File: config.mk
export PLATFORM = sky130hd
export DESIGN_NAME = pf_ram_ctrl
export DESIGN_NICKNAME = d
export VERILOG_FILES = /design/src/rtl/pf_ram_ctrl.sv
export SDC_FILE = /design/constraint.sdc
export NUM_CORES = 1
export LEC_CHECK = 0
export BUFFER_PORTS_ARGS = -buffer_cell sky130_fd_sc_hd__buf_2
export CORE_MARGIN = 5
export CORE_UTILIZATION = 45
export CTS_BUF_LIST = sky130_fd_sc_hd__clkbuf_16
export DETAILED_ROUTE_END_ITERATION = 10
export PLACE_DENSITY = 0.7
export SYNTH_ARGS = -nofsm -noshare
export SYNTH_HDL_FRONTEND = slang
export SYNTH_SLANG_ARGS = --single-unit
File: constraint.sdc
create_clock -name clk -period 5.7 [get_ports clk]
set_clock_uncertainty 0.1 [all_clocks]
set_input_delay 0.57 -clock clk [delete_from_list [all_inputs] [get_ports clk]]
set_output_delay 0.57 -clock clk [all_outputs]
set_load 0.01 [all_outputs]
File: src/rtl/pf_ram_ctrl.sv
// pf_ram_ctrl: port-A sequencer for the four-lane playfield RAM.
// It shares RAM port A between CPU accesses and a hardware fill engine.
// Every RAM drive signal comes straight from a flop.
// Read data passes through the RAM's combinational lane mux, which follows ram_ce_n.

module pf_ram_ctrl #(
  parameter int FILL_STARVE = 3
) (
  input  logic       clk,
  input  logic       reset,
  input  logic       cpu_req,
  input  logic       cpu_we,
  input  logic [9:0] cpu_addr,
  input  logic [7:0] cpu_din,
  output logic [7:0] cpu_dout,
  output logic       cpu_ack,
  input  logic       fill_start,
  input  logic [7:0] fill_val,
  input  logic [3:0] fill_lanes,
  output logic       fill_busy,
  output logic       fill_done,
  output logic [7:0] ram_addr,
  output logic [7:0] ram_din,
  output logic [3:0] ram_ce_n,
  output logic [3:0] ram_we_n,
  input  logic [7:0] ram_dout
);

  typedef enum logic [2:0] {
    S_IDLE,
    S_CPU_WR,
    S_CPU_RD1,
    S_CPU_RD2,
    S_FILL,
    S_ACK
  } state_t;

  localparam logic [7:0] STARVE_MAX = 8'(FILL_STARVE);

  state_t     state_q, state_d;
  logic [7:0] starve_q, starve_d;
  logic [7:0] fill_cnt_q, fill_cnt_d;
  logic [7:0] fill_val_q, fill_val_d;
  logic [3:0] fill_lanes_q, fill_lanes_d;
  logic       fill_busy_q, fill_busy_d;
  logic       fill_done_q, fill_done_d;
  logic [7:0] cpu_dout_q, cpu_dout_d;
  logic [7:0] ram_addr_q, ram_addr_d;
  logic [7:0] ram_din_q, ram_din_d;
  logic [3:0] ram_ce_n_q, ram_ce_n_d;
  logic [3:0] ram_we_n_q, ram_we_n_d;

  logic       fill_last;
  logic       fill_pending;
  logic       starved;
  logic       cpu_grant;
  logic       fill_grant;
  logic [3:0] cpu_lane;

  // The address-255 slot is the one now on the bus, so the fill ends at this edge.
  // A fill_start in the same cycle blocks a fill grant.
  // That stops a stale slot being issued with the old value or address.
  assign fill_last    = (state_q == S_FILL) && (ram_addr_q == 8'hFF);
  assign fill_pending = fill_busy_q && !fill_last && !fill_start;
  assign starved      = fill_pending && (starve_q == STARVE_MAX);
  assign cpu_lane     = 4'b0001 << cpu_addr[9:8];

  // FSM state register
  always_ff @(posedge clk or posedge reset) begin
    if (reset) state_q <= S_IDLE;
    else       state_q <= state_d;
  end

  // Next-state logic and arbitration.
  // CPU wins unless the pending fill has been starved too long.
  // ACK always returns to IDLE, so a request still held during ACK is not taken again.
  always_comb begin
    state_d    = state_q;
    cpu_grant  = 1'b0;
    fill_grant = 1'b0;
    case (state_q)
      S_IDLE, S_FILL: begin
        if (cpu_req && !starved) begin
          cpu_grant = 1'b1;
          state_d   = cpu_we ? S_CPU_WR : S_CPU_RD1;
        end else if (fill_pending) begin
          fill_grant = 1'b1;
          state_d    = S_FILL;
        end else begin
          state_d = S_IDLE;
        end
      end
      S_CPU_WR:  state_d = S_ACK;
      S_CPU_RD1: state_d = S_CPU_RD2;
      S_CPU_RD2: state_d = S_ACK;
      S_ACK:     state_d = S_IDLE;
      default:   state_d = S_IDLE;
    endcase
  end

  // RAM drive for the state being entered, so the strobes are registered.
  // RD2 holds the read drive so the lane mux stays on the read lane.
  always_comb begin
    ram_addr_d = 8'h00;
    ram_din_d  = 8'h00;
    ram_ce_n_d = 4'hF;
    ram_we_n_d = 4'hF;
    case (state_d)
      S_CPU_WR: begin
        ram_addr_d = cpu_addr[7:0];
        ram_din_d  = cpu_din;
        ram_ce_n_d = ~cpu_lane;
        ram_we_n_d = ~cpu_lane;
      end
      S_CPU_RD1: begin
        ram_addr_d = cpu_addr[7:0];
        ram_ce_n_d = ~cpu_lane;
      end
      S_CPU_RD2: begin
        ram_addr_d = ram_addr_q;
        ram_din_d  = ram_din_q;
        ram_ce_n_d = ram_ce_n_q;
        ram_we_n_d = ram_we_n_q;
      end
      S_FILL: begin
        ram_addr_d = fill_cnt_q;
        ram_din_d  = fill_val_q;
        ram_ce_n_d = ~fill_lanes_q;
        ram_we_n_d = ~fill_lanes_q;
      end
      default: ;
    endcase
  end

  // Fill engine, starve counter and read-data capture.
  // A restart overrides completion, and an empty mask completes at once.
  always_comb begin
    fill_cnt_d   = fill_cnt_q;
    fill_val_d   = fill_val_q;
    fill_lanes_d = fill_lanes_q;
    fill_busy_d  = fill_busy_q;
    fill_done_d  = 1'b0;
    starve_d     = starve_q;
    cpu_dout_d   = cpu_dout_q;

    if (fill_grant) fill_cnt_d = fill_cnt_q + 8'd1;

    if (fill_last) begin
      fill_busy_d = 1'b0;
      fill_done_d = 1'b1;
    end

    if (fill_start) begin
      fill_val_d   = fill_val;
      fill_lanes_d = fill_lanes;
      fill_cnt_d   = 8'h00;
      if (fill_lanes == 4'h0) begin
        fill_busy_d = 1'b0;
        fill_done_d = 1'b1;
      end else begin
        fill_busy_d = 1'b1;
        fill_done_d = 1'b0;
      end
    end

    if (fill_grant) begin
      starve_d = 8'h00;
    end else if (cpu_grant && fill_pending && (starve_q != STARVE_MAX)) begin
      starve_d = starve_q + 8'd1;
    end

    if (state_q == S_CPU_RD2) cpu_dout_d = ram_dout;
  end

  // Datapath and output registers
  always_ff @(posedge clk or posedge reset) begin
    if (reset) begin
      starve_q     <= 8'h00;
      fill_cnt_q   <= 8'h00;
      fill_val_q   <= 8'h00;
      fill_lanes_q <= 4'h0;
      fill_busy_q  <= 1'b0;
      fill_done_q  <= 1'b0;
      cpu_dout_q   <= 8'h00;
      ram_addr_q   <= 8'h00;
      ram_din_q    <= 8'h00;
      ram_ce_n_q   <= 4'hF;
      ram_we_n_q   <= 4'hF;
    end else begin
      starve_q     <= starve_d;
      fill_cnt_q   <= fill_cnt_d;
      fill_val_q   <= fill_val_d;
      fill_lanes_q <= fill_lanes_d;
      fill_busy_q  <= fill_busy_d;
      fill_done_q  <= fill_done_d;
      cpu_dout_q   <= cpu_dout_d;
      ram_addr_q   <= ram_addr_d;
      ram_din_q    <= ram_din_d;
      ram_ce_n_q   <= ram_ce_n_d;
      ram_we_n_q   <= ram_we_n_d;
    end
  end

  assign cpu_ack   = (state_q == S_ACK);
  assign cpu_dout  = cpu_dout_q;
  assign fill_busy = fill_busy_q;
  assign fill_done = fill_done_q;
  assign ram_addr  = ram_addr_q;
  assign ram_din   = ram_din_q;
  assign ram_ce_n  = ram_ce_n_q;
  assign ram_we_n  = ram_we_n_q;

endmodule

# Word level (Yosys, flattened, before mapping)
# Index checks and enable logic that the tools add are counted.
dict set report classes {
  shift 1
  reduce_logical 18
  n_eq_ne 12
  bitwise 2
  n_addsub 2
  mux 23
}
# operator count
set ops {}
lappend ops {{$pmux W8 S3} 2}
lappend ops {{$mux W8} 4}
lappend ops {{$pmux W4 S3} 2}
lappend ops {{$add A8 B1 Y8 const B} 2}
lappend ops {{$eq A3 B2 Y1 const B} 4}
lappend ops {{$mux W1} 11}
lappend ops {{$eq A3 B3 Y1 const B} 3}
lappend ops {{$pmux W3 S3} 1}
lappend ops {{$eq A8 B2 Y1 const B} 1}
lappend ops {{$eq A8 B8 Y1 const B} 1}
lappend ops {{$ne A8 B2 Y1 const B} 1}
lappend ops {{$not A4 Y4} 2}
lappend ops {{$logic_and A1 B1 Y1} 7}
lappend ops {{$eq A3 B1 Y1 const B} 2}
lappend ops {{$mux W3} 2}
lappend ops {{$reduce_bool A2 Y1} 3}
lappend ops {{$reduce_or A2 Y1} 3}
lappend ops {{$logic_not A4 Y1} 1}
lappend ops {{$shl A1 B2 Y4 const A} 1}
lappend ops {{$logic_not A1 Y1} 3}
lappend ops {{$logic_not A3 Y1} 1}
lappend ops {{$mux W2} 1}
dict set report totals {
  in_bits 43
  out_inout_bits 35
  word_cells 70
  ff_bits 65
}

# Logic depth before layout (Yosys ltp)
dict set report depth {
  word_depth 14
  ltp_mapped 8
  depth_no_buf 6
}

# Worst setup path after synthesis
# OpenSTA, ideal clock, no wires.
dict set report synth_timing {
  path_kind {reg-to-reg}
  start {register starve_q[0]}
  end {register ram_din_q[0], in the netlist ram_din[0]}
  t_required_ns 5.473
  n_path_buf 1
  t_arrival_ns 1.901
  stages_incl_launch_ff 8
  setup_ns 0.127
  period_less_slack_ns 2.128
  slack_ns 3.572
  cell_sequence {dfrtp_1 > ha_1 > nor4b_1 > a21oi_1 > nor2_1 > buf_2 > a222oi_1 > inv_1}
}
dict set report synth_between {
  elab_chain_len 8
  word_cells_on_any_way 10
  cone_classes {4 x eq/ne; 3 x mux; 3 x reduce/logical}
}
# item line_no
set synth_lines {}
lappend synth_lines {{from (decl)} 41} ;# logic [7:0] starve_q, starve_d;
lappend synth_lines {{from (signal assigned)} 190} ;# starve_q <= starve_d;
lappend synth_lines {{$eq A8 B2 Y1 *} 65} ;# assign starved = fill_pending && (starve_q == STARVE_MAX);
lappend synth_lines {{$logic_and A1 B1 Y1 *} 65}
lappend synth_lines {{$logic_not A1 Y1 *} 83} ;# if (cpu_req && !starved) begin
lappend synth_lines {{$logic_and A1 B1 Y1 *} 83}
lappend synth_lines {{$mux W3 *} 83}
lappend synth_lines {{$pmux W3 S3 *} 81} ;# case (state_q)
lappend synth_lines {{$eq A3 B3 Y1, or another cell as far along} 108} ;# case (state_d)
lappend synth_lines {{$pmux W8 S3} 108}
lappend synth_lines {{to (signal assigned)} 198} ;# ram_din_q <= ram_din_d;
lappend synth_lines {{to (decl)} 49} ;# logic [7:0] ram_din_q, ram_din_d;
# Every way passes the cells marked *; elsewhere a longest branch is shown, timed or not.
# A chain may end at the register's enable or synchronous reset.

# Worst setup path after layout
dict set report layout_timing {
  start {register starve_q[0]}
  end {register ram_din_q[5], in the netlist ram_din[5]}
}
# Same word-level chain as after synthesis.

==> parameters.txt <==
Parameter                              Value

Outcome
  Status    finished clean

Timing
  Final Slew Violations    0
  Period minus WS final    between 2 and 3 ns
  Tightest hold margin    between 0.3 and 0.4 ns
  Worst slew margin relative to its limit    about a quarter
  Setup slack of the critical path after layout    a little over 3 ns
  Total negative slack for setup checks    0 ns
  RSZ-0062 raised after global routing    false
  Fin crit share    between 40% and 50%
  Maximum operating frequency    about 370 MHz
  Final hold violation count    0
  Actual slew at the worst max-slew pin    1.14 ns
  Setup-failing EPs final    0

CTS
  Cts hold-fix bufs    0
  Skew-Pair Late Insertion Delay    between 0.3 and 0.4 ns
  Clock buffer count from CTS    9
  Number of gates resized after cts    0
  Clock tree from TritonCTS    built
  Clock tree sinks    65
  Number of levels the H-tree was split into    3
  Number of setup buffers added after CTS    0
  Clock Pin Slew Worst Setup and Hold Paths    0.05 ns
  Buffer levels on the longest clock path    2
  Buffer type at the clock tree root    clkbuf_16

Route
  Iteration-0 DRC count of the detailed router    between 100 and 150
  Final routed wirelength across all metal layers    around 7300 µm
  DRC violation count after routing    0
  Vias post-DR    about 2300
  Remaining number of nets flagged by the antenna check after routing    0
  Average wire per standard cell    around 17 µm
  First-pass detailed-route iteration total    5
  Via count normalized by instance count    approximately 5.6

Floorplanning
  Die Span X    90.7 µm
  Area of the core    0.00635 mm²
  Number of primary I/O pins    roughly 80
  Std-Cell Rows    29
  Initial standard-cell utilization of the core    a little under half
  Die area    0.00823 mm²
  Die Span Y    approximately 91 µm

Global route
  First-pass GRT wire length    ~13000 µm
  Sum of overflow across all layers after global routing    0
  Initial antenna violation count    0
  Overall routing resource usage    a little under a fifth
  Largest net degree at the start of global routing    66
  Number of global-route vias before repair    roughly 2500

Layout
  Fraction of layout cells with a size suffix above 1    between 30 and 40%
  Number of diodes added for antenna fixing    0
  Net count reported at finish    382
  Layout Cells excl Fill    roughly 420
  Synth-to-Final Area Change    25.4%
  Fraction of the core area covered by cells at the end of the flow    between 50% and 60%

Pwr
  Worst IR drop on VDD    roughly 240 µV
  Power density over cell area    ~440 mW/mm²
  Static leakage    around 1.8 nW

Place
  Placed Cells incl. Taps    between 400 and 500
  Placement-stage worst setup slack    between 2 and 3 ns
  Global placer's final weighted congestion    between 0.8 and 0.9
  Count of port buffers added during placement    a little under 80
  Half-perimeter wire length after detailed placement    a little under 5000 µm

Critical path
  Logic depth of the worst register-to-register path    7
  Capturing point of the worst reg2reg path    ram_din[5]$_DFFE_PP0P_
  Reg2Reg Setup Slack    approximately 3 ns
  Beginning of the critical path    starve_q[0]$_DFFE_PP0P_
  CP Data Arrival Time    roughly 2.8 ns
  Launch instance of the worst register-to-register path    starve_q[0]$_DFFE_PP0P_
  Largest driver fanout on the critical path    19
  Startpoint types    flop
  Count of buffering cells on the critical path with inverters included    2
  Worst setup path endpoint    ram_din[5]$_DFFE_PP0P_
  Endpoint type of the worst setup path    flop
  Setup Crit Path Kind    reg2reg
  Peak per-stage delay on the critical path    ~0.65 ns
  Slowest library cell on the worst path    a21oi_1
  Number of stages on the worst setup path    7
  Cells along the critical path    ha_1 -> nor4b_1 -> a21oi_1 -> nor2_1 -> buf_4 -> a222oi_1 -> inv_1
  Family with the most delay on the worst path    compound AO/OA/AOI/OAI gates
  CP Data Required Time    5.80 ns

Yosys
  Post-synth top area share    48.7%
  Yosys synthesis warning count    0
  Yosys top cell by area    dfrtp_1
  Number of cells produced by synthesis    between 200 and 300
  Top post-synthesis cells by count    dfrtp_1 (57), inv_1 (21), mux2_2 (20)
  EDFF count, synth    0
  Avg Synthesized Cell Area    ~11 µm²
  Cell variety after synth    slightly above 50
  Top post-synthesis cells by area    dfrtp_1 (49%), mux2_2 (7.7%), dfstp_2 (7.2%)
  Count leader, synth    dfrtp_1
  Register bit count reported by yosys    65
  Sequential area share after synthesis    between 50% and 60%
  Net count after synthesis    approximately 300
  Synth Cell Area    0.00293 mm²
  Post-synth ARST share    100%
  Flip-flop cell with the highest count after synthesis    dfrtp_1

Worst hold path
  Class of the tightest hold or removal check    in2reg
  Number of cells traversed by the worst hold path    2

Flow run
  Number of maximum-capacitance violations    0
## through the flow
step                      instance area (µm²)  power [mW]
after floorplan                          2930       0.928
after global placement                   3390        1.06
after detailed placement                 3390        1.08
after CTS                                3670        1.61
after global routing                     3670        1.69
final                                    3670        1.60
## layout by cell type, fill, tap and decap left out, types with 3 or more instances in the layout
master / netlist / layout
inv_1: 21 / 21
nor3_1: 4 / 4
clkbuf_16: 0 / 9
a21o_1: 3 / 3
mux2_2: 20 / 20
nand2_1: 18 / 18
nor2_1: 19 / 19
buf_4: 1 / 4
dfrtp_1: 57 / 57
nand4_1: 3 / 3
o21ai_0: 13 / 13
nand3_1: 5 / 5
nand2b_1: 4 / 4
xnor2_1: 5 / 5
and3_1: 4 / 4
dfstp_2: 8 / 8
o32a_1: 3 / 3
o31ai_1: 3 / 3
buf_2: 4 / 77
a21oi_1: 3 / 3
a222oi_1: 16 / 16
## cell type report
type,count,area [µm²]
clock buffers,9,225
flip-flops and latches,65,1640
clock inverters,7,62.6
repair buffers,81,415
well taps,77,96.3
multi-input cells,159,1160
fillers,554,2680
inverters,21,78.8
## worst min-delay path by stage
stage	from	endpoint	slack [ns]
3_3_place_gp	fill_lanes_q[3]$_DFFE_PP0P_	ram_we_n[3]$_DFFE_PP1P_	0.35
3_5_place_dp	fill_lanes_q[3]$_DFFE_PP0P_	ram_we_n[3]$_DFFE_PP1P_	0.35
6_report	cpu_we	ram_we_n[0]$_DFFE_PP1P_	0.35
5_1_grt	cpu_we	ram_we_n[0]$_DFFE_PP1P_	0.35
2_1_floorplan	fill_lanes_q[3]$_DFFE_PP0P_	ram_we_n[3]$_DFFE_PP1P_	0.32
4_1_cts	cpu_we	ram_we_n[0]$_DFFE_PP1P_	0.34
## state kept, by name, summed over array words and instances (netlist names), 3 cells and up
register	count
cpu_dout	8
fill_cnt_q	8
fill_val_q	8
ram_addr	8
ram_din	8
starve_q	8
fill_lanes_q	4
ram_ce_n	4
ram_we_n	4
state_q	3
## report_power, final
part           total [mW]  internal [mW]  switching (mW)
combinational       0.407          0.188           0.219
sequential          0.666          0.581          0.0841
clock               0.527          0.333           0.194
total                1.60           1.10           0.497
## per-layer routing
layer | wire length, µm | up-vias | track usage [%]
li1 | - | 1110 | -
met1 | 3240 | 1150 | 25.3
met3 | 533 | 7 | 6.00
met4 | 80 | 0 | 7.94
met2 | 3460 | 82 | 28.0
met5 | 0 | - | 0
## logic make-up (layout without fill, tap and decap cells)
family / count (synthesis) / in the layout / synth area share, %
and+or+nand+nor: 73 / 73 / 12.6
DFF: 65 / 65 / 55.8
AOI/OAI and AO/OA: 57 / 57 / 15.8
buffers and inverters: 33 / 118 / 5.04
muxes: 22 / 22 / 8.37
xor gates and xnor gates: 5 / 5 / 1.49
adders and majority gates: 2 / 2 / 0.854
(Power assumes the default switching activity.)
